**src/rtl/operand_addr_seq_pkg.sv**
```systemverilog
// Shared types and default sizing for the operand read-address sequencer.
package config_pkg;

    localparam int NUM_SRC_DEF = 4;
    localparam int ADDR_W_DEF  = 5;
    localparam int CODE_W_DEF  = 8;

    typedef logic [ADDR_W_DEF-1:0]  addr_t;
    typedef logic [CODE_W_DEF-1:0]  code_t;
    typedef logic [NUM_SRC_DEF-1:0] src_mask_t;

    typedef enum logic [1:0] {
        ST_IDLE      = 2'd0,
        ST_ISSUE     = 2'd1,
        ST_CODE_WAIT = 2'd2
    } opseq_state_e;

endpackage

```
**src/rtl/operand_addr_seq_next_operand_sel.sv**
```systemverilog
// Find-next-set-bit helper: the lowest enabled slot above idx (or from slot 0
// when from_start is set), plus the highest enabled slot in the mask.
module next_operand_sel #(
    parameter int NUM_SRC = 4,
    parameter int IDX_W   = $clog2(NUM_SRC + 1)
) (
    input  logic [NUM_SRC-1:0] mask,
    input  logic [IDX_W-1:0]   idx,
    input  logic               from_start,
    output logic [IDX_W-1:0]   next_idx,
    output logic               found,
    output logic [IDX_W-1:0]   high_idx
);

    // Priority scan upward: the first qualifying bit wins, the last set bit is the highest.
    always_comb begin
        next_idx = {IDX_W{1'b0}};
        found    = 1'b0;
        high_idx = {IDX_W{1'b0}};
        for (int k = 0; k < NUM_SRC; k++) begin
            if (mask[k] && !found && (from_start || (IDX_W'(k) > idx))) begin
                next_idx = IDX_W'(k);
                found    = 1'b1;
            end else begin
                next_idx = next_idx;
                found    = found;
            end
            if (mask[k]) begin
                high_idx = IDX_W'(k);
            end else begin
                high_idx = high_idx;
            end
        end
    end

endmodule

```
**src/rtl/operand_addr_seq.sv**
```systemverilog
// Operand read-address sequencer: one beat per enabled source slot, an optional
// trailing pair beat, and the opcode forwarded once on its own channel.
module operand_addr_seq
    import config_pkg::*;
#(
    parameter int NUM_SRC = NUM_SRC_DEF,
    parameter int ADDR_W  = ADDR_W_DEF,
    parameter int CODE_W  = CODE_W_DEF,
    localparam int IDX_W  = $clog2(NUM_SRC + 1)
) (
    input  logic                      clk_i,
    input  logic                      arst_ni,
    input  logic [NUM_SRC*ADDR_W-1:0] uinstr_addr_i,
    input  logic [NUM_SRC-1:0]        uinstr_mask_i,
    input  logic                      uinstr_pair_i,
    input  logic [CODE_W-1:0]         uinstr_code_i,
    input  logic                      uinstr_valid_i,
    output logic                      uinstr_ready_o,
    output logic [ADDR_W-1:0]         rd_addr_o,
    output logic [IDX_W-1:0]          rd_idx_o,
    output logic                      rd_last_o,
    output logic                      rd_addr_valid_o,
    input  logic                      rd_addr_ready_i,
    output logic [CODE_W-1:0]         code_o,
    output logic                      code_valid_o,
    input  logic                      code_ready_i
);

    // Beat pointer value that selects the trailing pair beat.
    localparam logic [IDX_W-1:0] PAIR_IDX = IDX_W'(NUM_SRC);

    opseq_state_e              state_r, state_n_s;
    logic [NUM_SRC*ADDR_W-1:0] addr_r, addr_n_s;
    logic [NUM_SRC-1:0]        mask_r, mask_n_s;
    logic                      pair_r, pair_n_s;
    logic [CODE_W-1:0]         code_r, code_n_s;
    logic                      code_pending_r, code_pending_n_s;
    logic [IDX_W-1:0]          ptr_r, ptr_n_s;
    logic [ADDR_W-1:0]         pair_addr_r, pair_addr_n_s;

    logic [IDX_W-1:0]  nxt_idx_s, cur_high_s, first_idx_s, new_high_s;
    logic              nxt_found_s, first_found_s;
    logic [ADDR_W-1:0] slot_addr_s, new_high_addr_s;
    logic              last_s, beat_hs_s, code_hs_s, code_done_s, ready_s, accept_s;

    next_operand_sel #(.NUM_SRC(NUM_SRC), .IDX_W(IDX_W)) u_sel_cur (
        .mask       (mask_r),
        .idx        (ptr_r),
        .from_start (1'b0),
        .next_idx   (nxt_idx_s),
        .found      (nxt_found_s),
        .high_idx   (cur_high_s)
    );

    next_operand_sel #(.NUM_SRC(NUM_SRC), .IDX_W(IDX_W)) u_sel_new (
        .mask       (uinstr_mask_i),
        .idx        ({IDX_W{1'b0}}),
        .from_start (1'b1),
        .next_idx   (first_idx_s),
        .found      (first_found_s),
        .high_idx   (new_high_s)
    );

    // Select the current slot address and the highest address of the incoming instruction.
    always_comb begin
        slot_addr_s     = {ADDR_W{1'b0}};
        new_high_addr_s = {ADDR_W{1'b0}};
        for (int k = 0; k < NUM_SRC; k++) begin
            if (ptr_r == IDX_W'(k)) begin
                slot_addr_s = addr_r[k*ADDR_W +: ADDR_W];
            end else begin
                slot_addr_s = slot_addr_s;
            end
            if (new_high_s == IDX_W'(k)) begin
                new_high_addr_s = uinstr_addr_i[k*ADDR_W +: ADDR_W];
            end else begin
                new_high_addr_s = new_high_addr_s;
            end
        end
    end

    // Handshake decode; instruction ready frees up in the cycle the old one completes.
    always_comb begin
        last_s      = (ptr_r == PAIR_IDX) | (!pair_r & (ptr_r == cur_high_s));
        beat_hs_s   = (state_r == ST_ISSUE) & rd_addr_ready_i;
        code_hs_s   = (state_r != ST_IDLE) & code_pending_r & code_ready_i;
        code_done_s = !code_pending_r | code_hs_s;
        case (state_r)
            ST_IDLE:      ready_s = 1'b1;
            ST_ISSUE:     ready_s = beat_hs_s & last_s & code_done_s;
            ST_CODE_WAIT: ready_s = code_hs_s;
            default:      ready_s = 1'b0;
        endcase
        accept_s = uinstr_valid_i & ready_s & arst_ni;
    end

    // Next-state: advance beats, retire the code, then let a new accept override.
    always_comb begin
        state_n_s        = state_r;
        addr_n_s         = addr_r;
        mask_n_s         = mask_r;
        pair_n_s         = pair_r;
        code_n_s         = code_r;
        code_pending_n_s = code_pending_r;
        ptr_n_s          = ptr_r;
        pair_addr_n_s    = pair_addr_r;
        case (state_r)
            ST_IDLE: begin
                state_n_s = ST_IDLE;
            end
            ST_ISSUE: begin
                if (beat_hs_s) begin
                    if (last_s) begin
                        state_n_s = code_done_s ? ST_IDLE : ST_CODE_WAIT;
                    end else begin
                        ptr_n_s = nxt_found_s ? nxt_idx_s : PAIR_IDX;
                    end
                end else begin
                    state_n_s = ST_ISSUE;
                end
            end
            ST_CODE_WAIT: begin
                if (code_hs_s) begin
                    state_n_s = ST_IDLE;
                end else begin
                    state_n_s = ST_CODE_WAIT;
                end
            end
            default: begin
                state_n_s = ST_IDLE;
            end
        endcase
        if (code_hs_s) begin
            code_pending_n_s = 1'b0;
        end else begin
            code_pending_n_s = code_pending_n_s;
        end
        if (accept_s) begin
            addr_n_s         = uinstr_addr_i;
            mask_n_s         = uinstr_mask_i;
            pair_n_s         = uinstr_pair_i & first_found_s;
            code_n_s         = uinstr_code_i;
            code_pending_n_s = 1'b1;
            ptr_n_s          = first_idx_s;
            pair_addr_n_s    = new_high_addr_s + ADDR_W'(1);
            state_n_s        = first_found_s ? ST_ISSUE : ST_CODE_WAIT;
        end else begin
            state_n_s = state_n_s;
        end
    end

    // State and instruction registers with synchronous active-low reset.
    always_ff @(posedge clk_i) begin
        if (!arst_ni) begin
            state_r        <= ST_IDLE;
            addr_r         <= {(NUM_SRC*ADDR_W){1'b0}};
            mask_r         <= {NUM_SRC{1'b0}};
            pair_r         <= 1'b0;
            code_r         <= {CODE_W{1'b0}};
            code_pending_r <= 1'b0;
            ptr_r          <= {IDX_W{1'b0}};
            pair_addr_r    <= {ADDR_W{1'b0}};
        end else begin
            state_r        <= state_n_s;
            addr_r         <= addr_n_s;
            mask_r         <= mask_n_s;
            pair_r         <= pair_n_s;
            code_r         <= code_n_s;
            code_pending_r <= code_pending_n_s;
            ptr_r          <= ptr_n_s;
            pair_addr_r    <= pair_addr_n_s;
        end
    end

    // Output drive from registered state, forced to zero while reset is asserted.
    always_comb begin
        uinstr_ready_o  = 1'b0;
        rd_addr_o       = {ADDR_W{1'b0}};
        rd_idx_o        = {IDX_W{1'b0}};
        rd_last_o       = 1'b0;
        rd_addr_valid_o = 1'b0;
        code_o          = {CODE_W{1'b0}};
        code_valid_o    = 1'b0;
        if (arst_ni) begin
            uinstr_ready_o = ready_s;
            if (state_r == ST_ISSUE) begin
                rd_addr_valid_o = 1'b1;
                rd_addr_o       = (ptr_r == PAIR_IDX) ? pair_addr_r : slot_addr_s;
                rd_idx_o        = ptr_r;
                rd_last_o       = last_s;
            end else begin
                rd_addr_valid_o = 1'b0;
            end
            if (code_pending_r) begin
                code_valid_o = 1'b1;
                code_o       = code_r;
            end else begin
                code_valid_o = 1'b0;
            end
        end else begin
            uinstr_ready_o = 1'b0;
        end
    end

endmodule

```
**config.mk**
```make
export PLATFORM = sky130hd
export DESIGN_NAME = operand_addr_seq
export DESIGN_NICKNAME = d
export VERILOG_FILES = /design/src/rtl/operand_addr_seq_pkg.sv /design/src/rtl/operand_addr_seq_next_operand_sel.sv /design/src/rtl/operand_addr_seq.sv
export SDC_FILE = /design/constraint.sdc
export NUM_CORES = 1
export LEC_CHECK = 0
export CAP_MARGIN = 40
export CORE_MARGIN = 3
export CORE_UTILIZATION = 30
export DETAILED_ROUTE_END_ITERATION = 8
export SKIP_LAST_GASP = 1
export SYNTH_ARGS = -nofsm -noshare
export SYNTH_HDL_FRONTEND = slang
export SYNTH_SLANG_ARGS = --single-unit
export TNS_END_PERCENT = 100
```
**constraint.sdc**
```tcl
create_clock -name clk_i -period 4.83 [get_ports clk_i]
set_input_delay 0.966 -clock clk_i [delete_from_list [all_inputs] [get_ports clk_i]]
set_output_delay 0.966 -clock clk_i [all_outputs]
set_load 0.02 [all_outputs]
```
# After elaboration in Yosys (flattened, before gate mapping)
# Index checks and enable logic that the tools add are counted.
op_classes:
  div_mod_pow: 0
  n_reduce_logical: 26
  bitwise: 11
  n_eq_ne: 12
  mux: 57
  order_cmp: 4
  add_sub_neg: 1
  shifts: 0
  n_mul: 0
op_table:
  columns: ["op", "count"]
  rows:
  - ["5-bit 2-to-1 mux", 11]
  - ["2-bit 2-to-1 mux", 14]
  - ["1-bit 2-to-1 mux", 21]
  - ["3-bit 2-to-1 mux", 7]
  - ["8-bit 2-to-1 mux", 2]
  - ["3-bit by 2-bit == test with 1-bit output, second input constant", 4]
  - ["1-bit logical AND", 10]
  - ["1-bit AND", 9]
  - ["1-bit zero test", 8]
  - ["2-bit nonzero test", 4]
  - ["3-bit by 1-bit == test with 1-bit output, second input constant", 2]
  - ["1-bit by 3-bit greater-than comparator with 1-bit output, first input constant", 2]
  - ["2-bit by 3-bit greater-than comparator with 1-bit output, first input constant", 2]
  - ["3-bit zero test", 2]
  - ["5-bit by 1-bit adder with 5-bit output, second input constant", 1]
  - ["4-bit inequality test, second input constant", 1]
  - ["2-bit one-hot mux with 2 select lines", 1]
  - ["3-bit == test", 1]
  - ["3-bit == test, second input constant", 1]
  - ["1-bit one-hot mux with 3 select lines", 1]
  - ["3-bit AND reduction", 1]
  - ["2-bit by 1-bit == test with 1-bit output, second input constant", 1]
  - ["2-bit == test, second input constant", 1]
  - ["2-bit zero test", 1]
  - ["2 further kinds", 3]
word_totals:
  output_inout_bits: 20
  latch_bits: 0
  inputBits: 38
  rom_bits: 0
  reg_bits: 44
  memories: 0
  ramBits: 0
  wordCells: 119

# Longest topological paths before layout
# Gate-level depths: netlist of run 1.
depth:
  ltp_word: 20
  mapped_depth: 9
  mapped_depth_nobuf: 8

# Cells and area by module
# From an unflattened synthesis of run 1, not the netlist that was laid out.
hier_totals:
  hier_cells: 325
  area_unflattened_um2: 2648.8
modules_own_cells:
  columns: ["mod", "cells_per_inst", "area_per_inst_um2", "instances"]
  rows:
  - ["operand_addr_seq", 281, 2381.0, 1]
  - ["next_operand_sel", 22, 133.9, 2]

# Least setup slack after synthesis of run 1
# OpenSTA, ideal clock, no wires.
synth_timing:
  path_type: "input -> output"
  from: "input port code_ready_i"
  to: "output port uinstr_ready_o"
  cell_stages: 4
  required_ps: 3864
  t_arrival_ps: 1862
  n_path_buf: 0
  path_slack_ps: 2002
  path_cell_list: "nand2b_1 a21o_1 o21a_1 nor3_1"
synth_between:
  elab_chain_len: 5
synth_rtl:
  columns: ["element", "line", "source"]
  rows:
  - ["start, declared", "operand_addr_seq.sv:26", "input logic code_ready_i"]
  - ["1-bit AND (*)", "operand_addr_seq.sv:86", "code_hs_s = (state_r != ST_IDLE) & code_pending_r & code_ready_i;"]
  - ["1-bit OR", "operand_addr_seq.sv:87", "code_done_s = !code_pending_r | code_hs_s;"]
  - ["1-bit AND", "operand_addr_seq.sv:90", "ST_ISSUE: ready_s = beat_hs_s & last_s & code_done_s;"]
  - ["1-bit one-hot mux with 3 select lines (*)", "operand_addr_seq.sv:88", "case (state_r)"]
  - ["1-bit 2-to-1 mux (*)", "operand_addr_seq.sv:184", "if (arst_ni) begin"]
  - ["end, declared", "operand_addr_seq.sv:18", "output logic uinstr_ready_o,"]
# Mark *: on every way between the ends. The rest lies on a longest branch, timed or not.

# Final worst setup path of run 1
layout_timing:
  from: "register ptr_r[1]"
  to: "output port uinstr_ready_o"
layout_between:
  elab_chain_len: 7
  word_cells_on_any_way: 8
layout_rtl:
  columns: ["element", "line", "source"]
  rows:
  - ["start, declared", "operand_addr_seq.sv:38", "logic [IDX_W-1:0] ptr_r, ptr_n_s;"]
  - ["start signal, assigned", "operand_addr_seq.sv:161", "ptr_r <= {IDX_W{1'b0}};"]
  - ["start signal, assigned", "operand_addr_seq.sv:170", "ptr_r <= ptr_n_s;"]
  - ["3-bit == test", "operand_addr_seq.sv:84", "last_s = (ptr_r == PAIR_IDX) | (!pair_r & (ptr_r == cur_high_s));"]
  - ["1-bit AND", "operand_addr_seq.sv:84", null]
  - ["1-bit OR (*)", "operand_addr_seq.sv:84", null]
  - ["1-bit AND (*) (2 in a row)", "operand_addr_seq.sv:90", null]
  - ["1-bit one-hot mux with 3 select lines (*)", "operand_addr_seq.sv:88", null]
  - ["1-bit 2-to-1 mux (*)", "operand_addr_seq.sv:184", null]
# Marked as above.

==> impl_metrics.tcl, run 1 <==
set metrics [dict create \
    area_delta_synth_final_pct 30.9 \
    synth.net_count 302 \
    synth-edff-count 0 \
    crit_start "ptr_r[1]" \
    cts_sinks 43 \
    tightest_slew_ns 0.679 \
    crit_top_cell "o21a_1" \
    crit_type "flip-flop to output pin" \
    async_flop_share_pct 0 \
    firstDrtPassIters 4 \
    drv_cap 0 \
    cts_resized 0 \
    synth_adder_area_share_pct 2.56 \
    critical_path.top_delay_family "simple AND/OR/NAND/NOR gates" \
    die_h_microns 96.3 \
    powerDensity_mw_per_mm2 261 \
    synth-main-ff-cell "dfxtp_1" \
    yosys-mux-area-fraction_pct 21.0 \
    yosysSeqAreaShare_pct 35.2 \
    status "finished, final reports clean" \
    cts_buffer_depth 2 \
    use_met2_pct 23.2 \
    crit_cells 7 \
    crit_buf_inv 1 \
    end_kind "output pin" \
    clkLatencyLatePin_ns 0.30 \
    initial_core_util_pct 31.3 \
    holdBufCountCts 0 \
    synth_xor_area_share_pct 1.08 \
    viasPerCell 4.96 \
    drv_slew 0 \
    first_global_vias 2043 \
    ff2ff_path_depth 7 \
    gr-total-overflow 0 \
    netlist.area_leader.share_pct 35.2 \
    fill_cells 781 \
    critPathSlowestCell "clkdlybuf4s50_1" \
    p_seq_share_pct 48.1 \
    htree_levels 2 \
    power_frac_clock_pct 30.4 \
    r2r_end "addr_r[19]" \
    syn_area_per_cell_sq_um 9.43 \
    globalRouteMet1Util_pct 20.4 \
    synth_cell_types 45 \
    wirelength_microns 6350 \
    synthesis.area_sq_mm 0.00244 \
    post-route-period-util_pct 78.5 \
    finalClockSkew_ns 0.00864 \
    min-delay-path-class "flip-flop to flip-flop" \
    die_w_microns 96.3 \
    drive_above_1_share_pct 7.62 \
    drtIter0Drc 113 \
    startpoint_type "flip-flop" \
    grt_first_pass_wirelength_microns 10500 \
    gp_congestion 0.839 \
    multi_input_area_sq_mm 0.00145 \
    diodes 0 \
    port_buffers 57 \
    synth_top_family_by_area "simple AND/OR/NAND/NOR gates" \
    rsz0062_at_grt "no" \
    setup_viol 0 \
    ys_warn_count 0 \
    utilization_pct 41.0 \
    internal-power_mw 0.604 \
    drcViolationCount 0 \
    r2r_start "ptr_r[1]" \
    tns_ns 0 \
    required_ns 3.86 \
    yosys_register_bits 43 \
    antenna_found_initial 0 \
    cp_cell_sequence "or3_1 -> a211oi_2 -> o21a_1 -> nor2_1 -> o21a_1 -> nor3_1 -> clkdlybuf4s50_1" \
    cp_max_fo 15 \
    wl_per_cell_microns 15.2 \
    fmax_mhz 264 \
    coreArea_sq_mm 0.00781 \
    p_sw_share_pct 27.7 \
    grtUsageTotal_pct 14.7 \
    cp_slowest_stage_delay_ns 0.63 \
    num_vias 2069 \
    postCtsSetupBuffers 0 \
    p_switching_mw 0.231 \
    numCtsBuffers 5 \
    hold_viol 0 \
    die_area_sq_mm 0.00926 \
    synth_compound_area_share_pct 13.0 \
    pwr-share-comb_pct 21.5 \
    yosysTopAreaCell "dfxtp_1" \
    io_pins 58 \
    grt_busiest_layer "met2" \
    leakage_nw 1.18 \
    synthCells 259 \
    critical_path.endpoint "uinstr_ready_o" \
    slew_headroom_pct 54.7 \
    rows 32 \
    path_clk_slew_ns 0.08 \
    dpl.hpwl_microns 4630 \
    ir_worst_vdd_mv 0.103 \
    arrival_ns 2.82 \
    cts_root_buf "clkbuf_8" \
    regArea_sq_um 861 \
    finalCriticalPeriod_ns 3.79 \
    cts_tree "done" \
    grt_max_degree 30 \
    synthTopCellsByArea "dfxtp_1, mux2i_1, nor2b_1, mux4_2, nor2_1" \
    antenna_left 0 \
    met3_usage_pct 2.58 \
    rrSetupSlack_ns 2.11 \
    synthSimpleGateAreaFrac_pct 21.7 \
    nets 357 \
]
==> how the worst min path moves through the flow <==
stage / from / end / slack, ns / cells after the start
4_1_cts: pair_addr_r[3] / pair_addr_r[3] / 0.47 / 2
3_5_place_dp: pair_addr_r[3] / pair_addr_r[3] / 0.45 / 2
3_3_place_gp: pair_addr_r[3] / pair_addr_r[3] / 0.44 / 2
6_report: pair_addr_r[3] / pair_addr_r[3] / 0.47 / 2
5_1_grt: pair_addr_r[3] / pair_addr_r[3] / 0.52 / 2
2_1_floorplan: pair_addr_r[3] / pair_addr_r[3] / 0.43 / 2
==> power groups by stage <==
stage | clock (mW) | combinational [mW] | sequential [mW]
2_1_floorplan | 0 | 0.127 | 0.395
3_3_place_gp | 0 | 0.176 | 0.410
6_report | 0.254 | 0.179 | 0.402
3_5_place_dp | 0 | 0.179 | 0.410
5_1_grt | 0.278 | 0.199 | 0.407
4_1_cts | 0.263 | 0.180 | 0.402
==> cell usage after synthesis (3+ instances only) <==
library cell	n
dfxtp_1	43
a21oi_1	5
inv_1	11
buf_6	4
mux4_2	5
mux2i_1	40
o21ai_0	4
nor3_1	5
a221oi_1	3
o21ai_1	3
nor3b_1	3
nor2_1	22
and3_1	9
a22oi_1	5
nand2_1	9
clkbuf_1	7
ha_1	5
nor2b_1	34
o21a_1	3
==> routing by layer <==
| metal | routed length (microns) | up-vias |
|---|---|---|
| met5 | 0 | - |
| li1 | - | 1029 |
| met3 | 379 | 5 |
| met2 | 2890 | 57 |
| met4 | 42 | 0 |
| met1 | 3040 | 978 |
==> logic make-up after synthesis <==
logic type	Yosys count
flops	43
compound gates	41
buf+inv	26
fa+ha+maj	5
mux	45
xor+xnor	3
simple gates	96
==> worst register-to-register path, stage by stage, from the launching register on <==
cell      delay (ns)
dfxtp_1         0.52
or3_1           0.47
a211oi_2        0.27
o21ai_1         0.15
o31ai_4         0.53
buf_4           0.39
mux2i_1         0.22
nor2_1          0.06
==> through the flow <==
step                setup WS [ns]  total power, mW  cells  hold WS [ns]  cell area [sq um]
floorplan                    2.00            0.522    259         0.428               2440
global placement             1.16            0.586    407         0.439               3080
detailed placement           1.14            0.590    409         0.454               3100
CTS                          1.03            0.846    417         0.469               3200
global route                0.844            0.884    417         0.517               3200
finish                       1.04            0.835    417         0.472               3200
==> area by class of cell <==
type	instances	share of cell area (%)
Clock buffer	8	3.13
Inverter	11	1.29
Multi-Input combinational cell	190	45.3
Sequential cell	43	26.9
Tap cell	102	3.99
Timing Repair Buffer	63	19.4
==> flip-flops by register name, indices dropped and copies added, names as in the netlist <==
| register | flops |
|---|---|
| addr_r | 20 |
| mask_r | 3 |
| pair_r | 1 |
| state_r | 2 |
| code_r | 8 |
| code_pending_r | 1 |
| ptr_r | 3 |
| pair_addr_r | 5 |
==> placed cells by master, fill, tap and decap left out, types with 4 or more instances in the layout <==
cell type	count
o21ai_0	4
dfxtp_1	43
nand2_1	9
nor2_1	22
a22oi_1	5
and3_1	9
clkbuf_8	7
nor3_1	5
mux2i_1	40
mux4_2	5
inv_1	11
clkdlybuf4s50_1	57
nor2b_1	34
ha_1	5
buf_4	4
a21oi_1	5
No activity file was read; power rests on OpenSTA's default activity.
==> run 2: changes to the inputs <==
==> constraint.sdc (replaced) <==
create_clock -name clk_i -period 3.7 [get_ports clk_i]
set_input_delay 0.74 -clock clk_i [delete_from_list [all_inputs] [get_ports clk_i]]
set_output_delay 0.74 -clock clk_i [all_outputs]
set_load 0.02 [all_outputs]
==> run 2 against run 1 <==
Clock power rose by 19%. Combinational power rose by 39%. Hold slack got worse by 0.020 ns. Non-clock buffer count rose by 4. First-iteration DRC count fell by 19%. Via count fell by 1.3%. Cell area rose by 0.78%. Largest cell class unchanged. Sequential share of layout area fell by 0.21 points. Sequential cell count did not move. Clock skew fell by 0.0031 ns. Worst setup slack got worse by 0.78 ns.
==> impl_metrics.tcl, run 2 (synthesis results as in run 1) <==
set metrics [dict create \
    status "finished, final reports clean" \
    min-delay-path-class "flip-flop to flip-flop" \
    internal-power_mw 0.771 \
    rsz0062_at_grt "no" \
    postCtsSetupBuffers 0 \
    tightest_slew_ns 0.819 \
    antenna_found_initial 0 \
    io_pins 58 \
    layout_commonest_cell "clkdlybuf4s50_1" \
    holdBufCountCts 0 \
    largest_register_ff_count 20 \
    cts_resized 0 \
    power_frac_clock_pct 28.3 \
    top_regs "addr_r x20, code_r x8, pair_addr_r x5" \
    port_buffers 57 \
    firstDrtPassIters 4 \
    numCtsBuffers 5 \
    die_w_microns 96.3 \
    cts_root_buf "clkbuf_8" \
    fin_area_sq_mm 0.00322 \
    cts_tree "done" \
    drive_above_1_share_pct 8.81 \
    num_vias 2043 \
    grt_max_degree 51 \
    required_ns 2.96 \
    post-route-period-util_pct 93.1 \
    cp_max_fo 10 \
    grt_busiest_layer "met2" \
    drv_slew 0 \
    area_delta_synth_final_pct 32.0 \
    finalCriticalPeriod_ns 3.45 \
    pwr-share-comb_pct 23.3 \
    finalClockSkew_ns 0.00558 \
    dpl.hpwl_microns 4630 \
    final_cell_mix "clkdlybuf4s50_1, dfxtp_1, mux2i_1" \
    rows 32 \
    htree_levels 2 \
    met3_usage_pct 2.97 \
    drtIter0Drc 92 \
    initial_core_util_pct 31.3 \
    hold_viol 0 \
    gp_congestion 0.787 \
    end_kind "output pin" \
    tns_ns 0 \
    grt_first_pass_wirelength_microns 10100 \
    place_area_sq_mm 0.00314 \
    setup_viol 0 \
    utilization_pct 41.3 \
    fmax_mhz 290 \
    path_clk_slew_ns 0.08 \
    globalRouteMet1Util_pct 19.3 \
    startpoint_type "flip-flop" \
    clkLatencyLatePin_ns 0.29 \
    die_area_sq_mm 0.00926 \
    crit_start "ptr_r[1]" \
    p_seq_share_pct 48.4 \
    ir_worst_vdd_mv 0.135 \
    slew_headroom_pct 45.0 \
    holdCritStartpoint "pair_addr_r[3]" \
    gr-total-overflow 0 \
    wirelength_microns 6190 \
    leakage_nw 1.19 \
    use_met2_pct 22.7 \
    crit_type "flip-flop to output pin" \
    antenna_left 0 \
    drcViolationCount 0 \
    top_register "addr_r" \
    powerDensity_mw_per_mm2 331 \
    viasPerCell 4.86 \
    diodes 0 \
    die_h_microns 96.3 \
    p_sw_share_pct 27.9 \
    grtUsageTotal_pct 14.0 \
    cts_sinks 43 \
    fill_cells 793 \
    drv_cap 0 \
    arrival_ns 2.71 \
    cts_buffer_depth 2 \
    p_switching_mw 0.298 \
    whs_ns 0.451 \
    coreArea_sq_mm 0.00781 \
    power_mw 1.07 \
    wl_per_cell_microns 14.7 \
    first_global_vias 2016 \
    r2r_start "ptr_r[1]" \
    nets 361 \
]
## run 2: cell count changes in the layout (fill, tap and decap cells not counted), sizes merged
cell,change
buf,+4
clkbuf,-2
clkinv,+1
## run 2: area by class of cell
| class | count | area, sq um | share of cell area [%] |
|---|---|---|---|
| Clock buffer | 6 | 82.6 | 2.56 |
| Clock inverter | 1 | 5.00 | 0.155 |
| Inverter | 11 | 41.3 | 1.28 |
| Multi-Input combinational cell | 190 | 1450 | 44.9 |
| Sequential cell | 43 | 861 | 26.7 |
| Tap cell | 102 | 128 | 3.96 |
| Timing Repair Buffer | 67 | 658 | 20.4 |
## run 2: power groups by stage
stage               logic [mW]  registers, mW  clock network, mW
floorplan                0.166          0.515                  0
global placement         0.247          0.527                  0
detailed placement       0.249          0.528                  0
CTS                      0.250          0.517              0.315
global route             0.272          0.522              0.332
finish                   0.249          0.517              0.303
## run 2: final timing paths
check / end / slack, ns / cells past startpoint
max: uinstr_ready_o / 0.25 / 7
min: pair_addr_r[3] / 0.45 / 2
max reg2reg: code_r[3] / 1.33 / 7
min reg2reg: pair_addr_r[3] / 0.45 / 2
## run 2: worst max-delay path: stages, from the launching register on
cell,delay (ns)
dfxtp_1,0.44
or3_1,0.43
a211oi_2,0.27
o21a_1,0.21
nor2_1,0.07
o21a_1,0.22
nor3_1,0.13
clkdlybuf4s50_1,0.63
## run 2: routing by layer
metal	up-vias	share of wire [%]
met3	4	4.9
met4	0	0.65
met2	47	47
met1	956	47
li1	1036	-
met5	-	0
## run 2: per-stage QoR
step	std cells	worst slack, ns
2_1_floorplan	259	1.14
3_3_place_gp	413	0.469
3_5_place_dp	413	0.459
4_1_cts	420	0.229
5_1_grt	420	0.0601
6_report	420	0.255
==> run 3: changes to the inputs <==
--- a/config.mk
+++ b/config.mk
@@ -13,4 +13,4 @@
 export SYNTH_ARGS = -nofsm -noshare
 export SYNTH_HDL_FRONTEND = slang
 export SYNTH_SLANG_ARGS = --single-unit
-export TNS_END_PERCENT = 100
+export TNS_END_PERCENT = 20
==> results of run 3 <==
The final DEF is identical to that of run 2; final timing and power are the same.
